`src/rtl/des_pkg.sv`:
```
// Shared types and helpers for the DES key-search scheduler.
package des_pkg;

  typedef enum logic [1:0] {
    S_IDLE     = 2'd0,
    S_DISPATCH = 2'd1,
    S_DRAIN    = 2'd2,
    S_DONE     = 2'd3
  } state_t;

  // Spread a 56-bit key into DES layout: 7 key bits per byte in [7:1], parity bit 0 left zero.
  function automatic logic [63:0] expand(input logic [55:0] k);
    logic [63:0] r;
    r = '0;
    for (int g = 0; g < 8; g++) r[8*g+1 +: 7] = k[7*g +: 7];
    return r;
  endfunction

endpackage

```
`src/rtl/des_pick.sv`:
```
// Lowest-set-bit one-hot picker with an any-set flag.
module des_pick #(
  parameter int N = 4
) (
  input  logic [N-1:0] req,
  output logic [N-1:0] gnt,
  output logic         any
);

  always_comb begin
    gnt = '0;
    for (int i = N-1; i >= 0; i--)
      if (req[i]) gnt = N'(1) << i;
  end

  assign any = |req;

endmodule

```
`src/rtl/des_sched.sv`:
```
// Chunk dispatcher for a bank of DES key-search cores: hands out key ranges,
// latches the first hit, aborts the bank and waits for it to drain.
module des_sched
  import des_pkg::*;
#(
  parameter int N         = 4,
  parameter int CHUNK_LOG = 20
) (
  input  logic            clk,
  input  logic            rst,
  input  logic            go,
  input  logic            stop,
  input  logic [55:0]     key_first,
  input  logic [55:0]     key_last,
  output logic [N-1:0]    core_run,
  output logic [63:0]     core_key,
  output logic            core_abort,
  input  logic [N-1:0]    core_busy,
  input  logic [N-1:0]    core_found,
  input  logic [64*N-1:0] core_res,
  output logic            busy,
  output logic            done,
  output logic            found,
  output logic [63:0]     found_key,
  output logic [31:0]     chunks
);

  localparam logic [56:0] STEP = 57'd1 << CHUNK_LOG;

  state_t      state;
  logic [56:0] next_key;
  logic [N-1:0] pending, free, pick;
  logic        any_free, exhausted, hit;
  logic [63:0] hit_res;

  // A core stays reserved from its run pulse until it reports busy.
  assign free = ~core_busy & ~pending;

  des_pick #(.N(N)) u_pick (.req(free), .gnt(pick), .any(any_free));

  always_comb begin
    hit_res = '0;
    for (int i = N-1; i >= 0; i--)
      if (core_found[i]) hit_res = core_res[64*i +: 64];
  end

  // Bit 56 catches the base wrapping past the top of the 56-bit key space.
  assign exhausted = next_key[56] || (next_key[55:0] > key_last);
  assign hit       = (|core_found) && !found;
  assign busy      = (state == S_DISPATCH) || (state == S_DRAIN);
  assign done      = (state == S_DONE);

  always_ff @(posedge clk) begin
    if (rst) begin
      state      <= S_IDLE;
      next_key   <= '0;
      pending    <= '0;
      core_run   <= '0;
      core_key   <= '0;
      core_abort <= 1'b0;
      found      <= 1'b0;
      found_key  <= '0;
      chunks     <= '0;
    end else begin
      core_run   <= '0;
      core_abort <= 1'b0;
      pending    <= pending & ~core_busy;
      case (state)
        S_IDLE, S_DONE: begin
          if (go) begin
            next_key <= {1'b0, key_first};
            found    <= 1'b0;
            chunks   <= '0;
            pending  <= '0;
            state    <= S_DISPATCH;
          end
        end
        S_DISPATCH: begin
          if (hit) begin
            found      <= 1'b1;
            found_key  <= hit_res;
            core_abort <= 1'b1;
            state      <= S_DRAIN;
          end else if (stop) begin
            core_abort <= 1'b1;
            state      <= S_DRAIN;
          end else if (exhausted) begin
            state <= S_DRAIN;
          end else if (any_free) begin
            core_run <= pick;
            core_key <= expand(next_key[55:0]);
            next_key <= next_key + STEP;
            pending  <= (pending & ~core_busy) | pick;
            if (chunks != '1) chunks <= chunks + 32'd1;
          end
        end
        S_DRAIN: begin
          if (hit) begin
            found      <= 1'b1;
            found_key  <= hit_res;
            core_abort <= 1'b1;
          end else if (core_busy == '0 && pending == '0) begin
            state <= S_DONE;
          end
        end
        default: state <= S_IDLE;
      endcase
    end
  end

endmodule

```
`config.mk`:
```
export PLATFORM = sky130hd
export DESIGN_NAME = des_sched
export DESIGN_NICKNAME = d
export VERILOG_FILES = /design/src/rtl/des_pkg.sv /design/src/rtl/des_pick.sv /design/src/rtl/des_sched.sv
export SDC_FILE = /design/constraint.sdc
export NUM_CORES = 1
export LEC_CHECK = 0
export ABC_CLOCK_PERIOD_IN_PS = 3100
export CAP_MARGIN = 30
export CORE_AREA = 2 2 213 215
export DETAILED_ROUTE_END_ITERATION = 8
export DIE_AREA = 0 0 215 217
export GPL_TIMING_DRIVEN = 0
export REMOVE_ABC_BUFFERS = 1
export SLEW_MARGIN = 20
export SYNTH_ARGS = -nofsm -noshare
export SYNTH_HDL_FRONTEND = slang
export SYNTH_HIERARCHICAL = 1
export SYNTH_SLANG_ARGS = --single-unit
export TNS_END_PERCENT = 20
```
`constraint.sdc`:
```
create_clock -name clk -period 3.1 [get_ports clk]
set_input_delay 0.465 -clock clk [delete_from_list [all_inputs] [get_ports clk]]
set_output_delay 0.465 -clock clk [all_outputs]
set_load 0.1 [all_outputs]
```
# After elaboration in Yosys (flattened, before gate mapping)

Cells that the tools add are included.

Add/subtract/negate cells: 2
Order comparisons: 1
Equality and inequality tests: 14
Mux-type cells: 41
Bitwise logic cells: 10
Reduce and logical (&&, ||, !) cells: 20

Operators with widths:

| operator                 | count |
|---|---|
| $mux W57                 | 5 |
| $mux W64                 | 4 |
| $mux W32                 | 6 |
| $pmux W57 S2             | 1 |
| $pmux W32 S2             | 1 |
| $add A57 B21 Y57 const B | 1 |
| $gt A56 B56 Y1           | 1 |
| $mux W4                  | 9 |
| $add A32 B1 Y32 const B  | 1 |
| $ne A32 B32 Y1 const B   | 1 |
| $mux W2                  | 6 |
| $ne A2 B2 Y1 const B     | 6 |
| $and A4 B4 Y4            | 2 |
| $logic_not A4 Y1         | 2 |
| $not A4 Y4               | 2 |
| $pmux W4 S2              | 1 |
| $reduce_or A4 Y1         | 2 |
| $reduce_and A7 Y1        | 1 |
| $ne A2 B1 Y1 const B     | 3 |
| $pmux W2 S3              | 1 |
| $reduce_and A6 Y1        | 1 |
| $reduce_or A6 Y1         | 1 |
| $mux W1                  | 5 |
| $not A1 Y1               | 5 |
| other kinds (14)         | 20 |

Register bits: 221
Input port bits: 380
Word-level logic and storage cells: 97

# Longest topological paths before layout

Word-level depth: 12
Depth in mapped cells: 12
Depth with buffers taken out: 10

# Cells and area by module

Netlist, hierarchy kept.

Modules (own cells, without submodules):

| module    | instances | cells each | area each (um2) |
|---|---|---|---|
| des_sched | 1         | 1766       | 12998.7 |
| des_pick  | 1         | 5          | 40.0 |

# Worst setup path after synthesis

OpenSTA, ideal clock, no wires.

Path type: register to register
Start point: register state[0]
End point: register chunks[9]
Arrival: 3.105 ns
Required time: 3.027 ns
Path slack: -0.078 ns
Cell stages (with the launch flop): 12
Cell sequence: dfxtp_1 inv_1 ha_1 clkbuf_1 inv_1 nor2_1 a21oi_1 o31a_1 clkbuf_1 nand4_1 or3_1 a21oi_1

Word-level cells in the longest chain between the ends: 4
Elaborated cells on any way between the ends: 13

Ends and longest elaborated chain:

| what                                                                | line            | source |
|---|---|---|
| start, declared                                                     | des_sched.sv:30 | `state_t state;` |
| start signal, assigned                                              | des_sched.sv:55 | `state <= S_IDLE;` |
| start signal, assigned                                              | des_sched.sv:75 | `state <= S_DISPATCH;` |
| start signal, assigned                                              | des_sched.sv:83 | `state <= S_DRAIN;` |
| $eq A2 B2 Y1 / $logic_not A2 Y1 (equally long branches)             | des_sched.sv:68 | `case (state)` |
| $reduce_or A2 Y1                                                    | des_sched.sv:68 |  |
| $ne A2 B2 Y1 (no line) / $reduce_bool A2 Y1 (equally long branches) | --              |  |
| $reduce_and A7 Y1 (no line)                                         | --              |  |
| end signal, assigned                                                | des_sched.sv:94 | `if (chunks != '1) chunks <= chunks + 32'd1;` |
| end, declared                                                       | des_sched.sv:25 | `output logic [31:0] chunks` |

Several ways; a longest one is shown, not always the timed one.
A chain may end at the register's enable or synchronous reset.

# Worst setup path after layout

Start point: input port key_last[47]
End point: register chunks[15]

Word-level cells in the longest chain between the ends: 4

Ends and longest elaborated chain:

| what                        | line            | source |
|---|---|---|
| start, declared             | des_sched.sv:14 | `input logic [55:0] key_last,` |
| $gt A56 B56 Y1              | des_sched.sv:48 | `assign exhausted = next_key[56] \|\| (next_key[55:0] > key_last);` |
| $logic_or A1 B1 Y1          | des_sched.sv:48 |  |
| $ne A2 B2 Y1 (no line)      | --              |  |
| $reduce_and A7 Y1 (no line) | --              |  |

Every way passes these cells.

==> impl_metrics.tcl <==
set metrics [dict create \
    cts_tree "yes" \
    fmaxAchievable_ghz 0.321 \
    critical-path-top-cell-by-count "buf_12" \
    worst_path_slowest_cell "or4_4" \
    final.setup_skew_ns 0.0147 \
    largest_net_degree_at_the_start_of_global_routing 97 \
    portBuffers 539 \
    drtPass1Iterations 5 \
    area_delta_synth_final_pct 62.0 \
    route.detailed.vias_per_inst 5.34 \
    worst_slew_pin_slew_ns 1.05 \
    synth_compound_area_share_pct 29.5 \
    synth.yosys.seq_area_share_pct 33.9 \
    routedWlPerCell_um 19.4 \
    placeableCoreArea_sq_um 44700 \
    maxCapViolCount 0 \
    path_max_fanout 28 \
    period_share_pct 100 \
    postRouteAntennaNets 0 \
    hpwl_mm 39.5 \
    vias 15300 \
    drt_drc_violations_left 0 \
    path_cells "clkdlybuf4s50_1 -> inv_1 -> ha_1 -> a21oi_1 -> o21ai_0 -> a22oi_2 -> o211ai_1 -> nor3_4 -> buf_6 -> a221oi_4 -> buf_12 -> buf_12 -> or4_4 -> a21oi_2" \
    cts.reportedPaths.clkPinSlew_ns 0.06 \
    post_synth_xor_area_fraction_pct 0.0672 \
    start_util_pct 29.2 \
    timing.slew.headroom_pct 30.1 \
    routed_wl_mm 55.8 \
    fin_worst_hold_slack_ns 0.330 \
    synth_top_family_by_area "compound AO/OA/AOI/OAI gates" \
    cell_count_after_synthesis 1771 \
    crit_family "compound AO/OA/AOI/OAI gates" \
    power_density_nw_per_um2 902 \
    rsz0062_at_grt "yes" \
    grt_first_pass_wirelength_mm 84.4 \
    synth_cell_types 70 \
    critical_path_arrival_ns 3.60 \
    timing.final.setup_violations 4 \
    drv_slew 0 \
    clock_path_buffers 3 \
    core.rowCount 78 \
    async_reset_ff_share_pct 0 \
    final_ws_setup_ns -0.0143 \
    netlist_area_sq_um 13000 \
    timing.critical_path.slowest_cell_delay_ns 0.48 \
    synth_mux_area_share_pct 0.0768 \
    cts.sink_count 221 \
    cp.buffers_inverters 5 \
    p_leak_nw 7.63 \
    final_layout_size_suffix_gt1_share_pct 9.93 \
    violations "negative setup slack" \
    antenna_violations_before_repair 7 \
    final.min_clock_period_ns 3.11 \
    clk-insertion-delay-late_ns 0.55 \
    post_synthesis_adder_cell_area_fraction_pct 5.95 \
    holdCritPathClass "in -> reg" \
    nets 2689 \
    status "finished with violations" \
    ys_ff_latch 221 \
    crit_type "in -> reg" \
    grt_pass1_vias 14500 \
    synth_top_flop_cell "dfxtp_1" \
    holdBufCountCts 0 \
    synth-warning-count 6 \
    htree_levels 1 \
    cts_root_buffer "clkbuf_16" \
    cts_made_buffers 28 \
    gp_congestion 0.875 \
    pre_cts_ws_ns -1.77 \
    average_cell_area_after_synthesis_sq_um 7.36 \
    die_w_um 215 \
    endpoint_kind "register" \
    die_area_sq_um 46700 \
    chipHeight_um 217 \
    globalRoute.totalOverflow 0 \
    critical_path.startpoint_type "input port" \
    power.ir.vdd_worst_mv 0.464 \
    most-common-layout-cells "clkdlybuf4s50_1 (527), a21oi_1 (223), dfxtp_1 (196)" \
    detailedRoute.firstIterationViolations 1074 \
    number_of_enable_flip_flop_cells_after_synthesis 0 \
    layout.cells.most_common "clkdlybuf4s50_1" \
    worst_ep_required_time_ns 3.59 \
    final_hold_viol_count 0 \
    simple_gate_portion_of_the_synthesized_area_pct 23.1 \
    boundaryPins 548 \
    track_usage_pct 22.3 \
]
==> per-layer routing <==
metal,vias up,wire length [um],track usage (%)
li1,7421,-,-
met3,86,4300,4.58
met5,-,13,0
met1,7192,23400,28.6
met2,643,26800,37.8
met4,2,1290,6.71
==> cell usage after synthesis (all sizes together) (4+ instances only) <==
library cell / n / area [sq um]
a211oi: 24 / 180
a21o: 6 / 45.0
a21oi: 233 / 1170
a22oi: 65 / 488
a31oi: 4 / 25.0
and2: 8 / 50.1
and3: 16 / 105
and4: 7 / 61.3
buf: 32 / 195
clkbuf: 130 / 488
dfxtp: 221 / 4420
ha: 62 / 776
inv: 73 / 274
nand2: 144 / 543
nand3: 84 / 420
nand3b: 6 / 45.0
nand4: 45 / 288
nor2: 179 / 674
nor2b: 8 / 50.1
nor3: 30 / 160
nor3b: 22 / 165
nor4: 17 / 128
o211ai: 73 / 548
o21ai: 180 / 916
o31a: 4 / 35.0
o31ai: 12 / 90.1
o32ai: 12 / 105
or3: 25 / 156
or4: 10 / 86.3
==> timing repair <==
action	in CTS	in global routing
cloned	3	2
setup buffers	14	6
setup endpoints to repair	164	122
gates resized for setup	54	60
pin swaps	16	44
==> per-stage QoR <==
stage          std cells   TNS, ns  power [mW]  util, %  instance area [sq um]
5_1_grt             2873     -1.00        20.1     47.3                  21100
6_report            2873   -0.0278        19.1     47.3                  21100
3_5_place_dp        2797   -179.56        14.9     43.6                  19500
3_3_place_gp        2755  -1631.53        10.1     41.5                  18500
4_1_cts             2863   -0.0611        18.8     46.5                  20800
2_1_floorplan       1616   -424.74        8.88        -                  12400
==> power breakdown <==
part	switching, mW	total (mW)	internal, mW
Sequential	0.777	4.43	3.65
Combinational	7.42	11.2	3.80
Clock	1.31	3.40	2.09
==> state kept, by name, indices dropped and copies added, names as in the netlist <==
register and cells:
found_key 64, state 2, found 1, chunks 32, core_run 4, next_key 57, pending 4, core_abort 1
core_key 56
==> path summary, 6_finish.rpt <==
path | from | slack [ns] | depth (start not counted) | endpoint
hold reg to reg | core_key[47] | 0.47 | 2 | core_key[47]
setup reg to reg | next_key[34] | 0.02 | 11 | chunks[15]
hold / removal | rst | 0.33 | 2 | next_key[16]
setup / recovery | key_last[47] | -0.01 | 14 | chunks[15]
==> kinds of logic (layout without fill, tap and decap cells) <==
kind of cell,Yosys count,after routing
compound gates,638,639
simple gates,612,614
buf+inv,235,721
flops,221,221
fa+ha+maj,62,62
other cells,1,14
xor+xnor,1,1
mux,1,1
==> final cells by class <==
type	instances	area, sq um
fillers	4422	23600
well taps	600	751
clock buffers	40	827
diodes	6	15.0
flip-flops and latches	221	4460
clock inverters	10	129
inverters	73	274
repair buffers	598	6420
multi-input cells	1325	8250
Note: power is estimated with default switching activity, not from simulation.
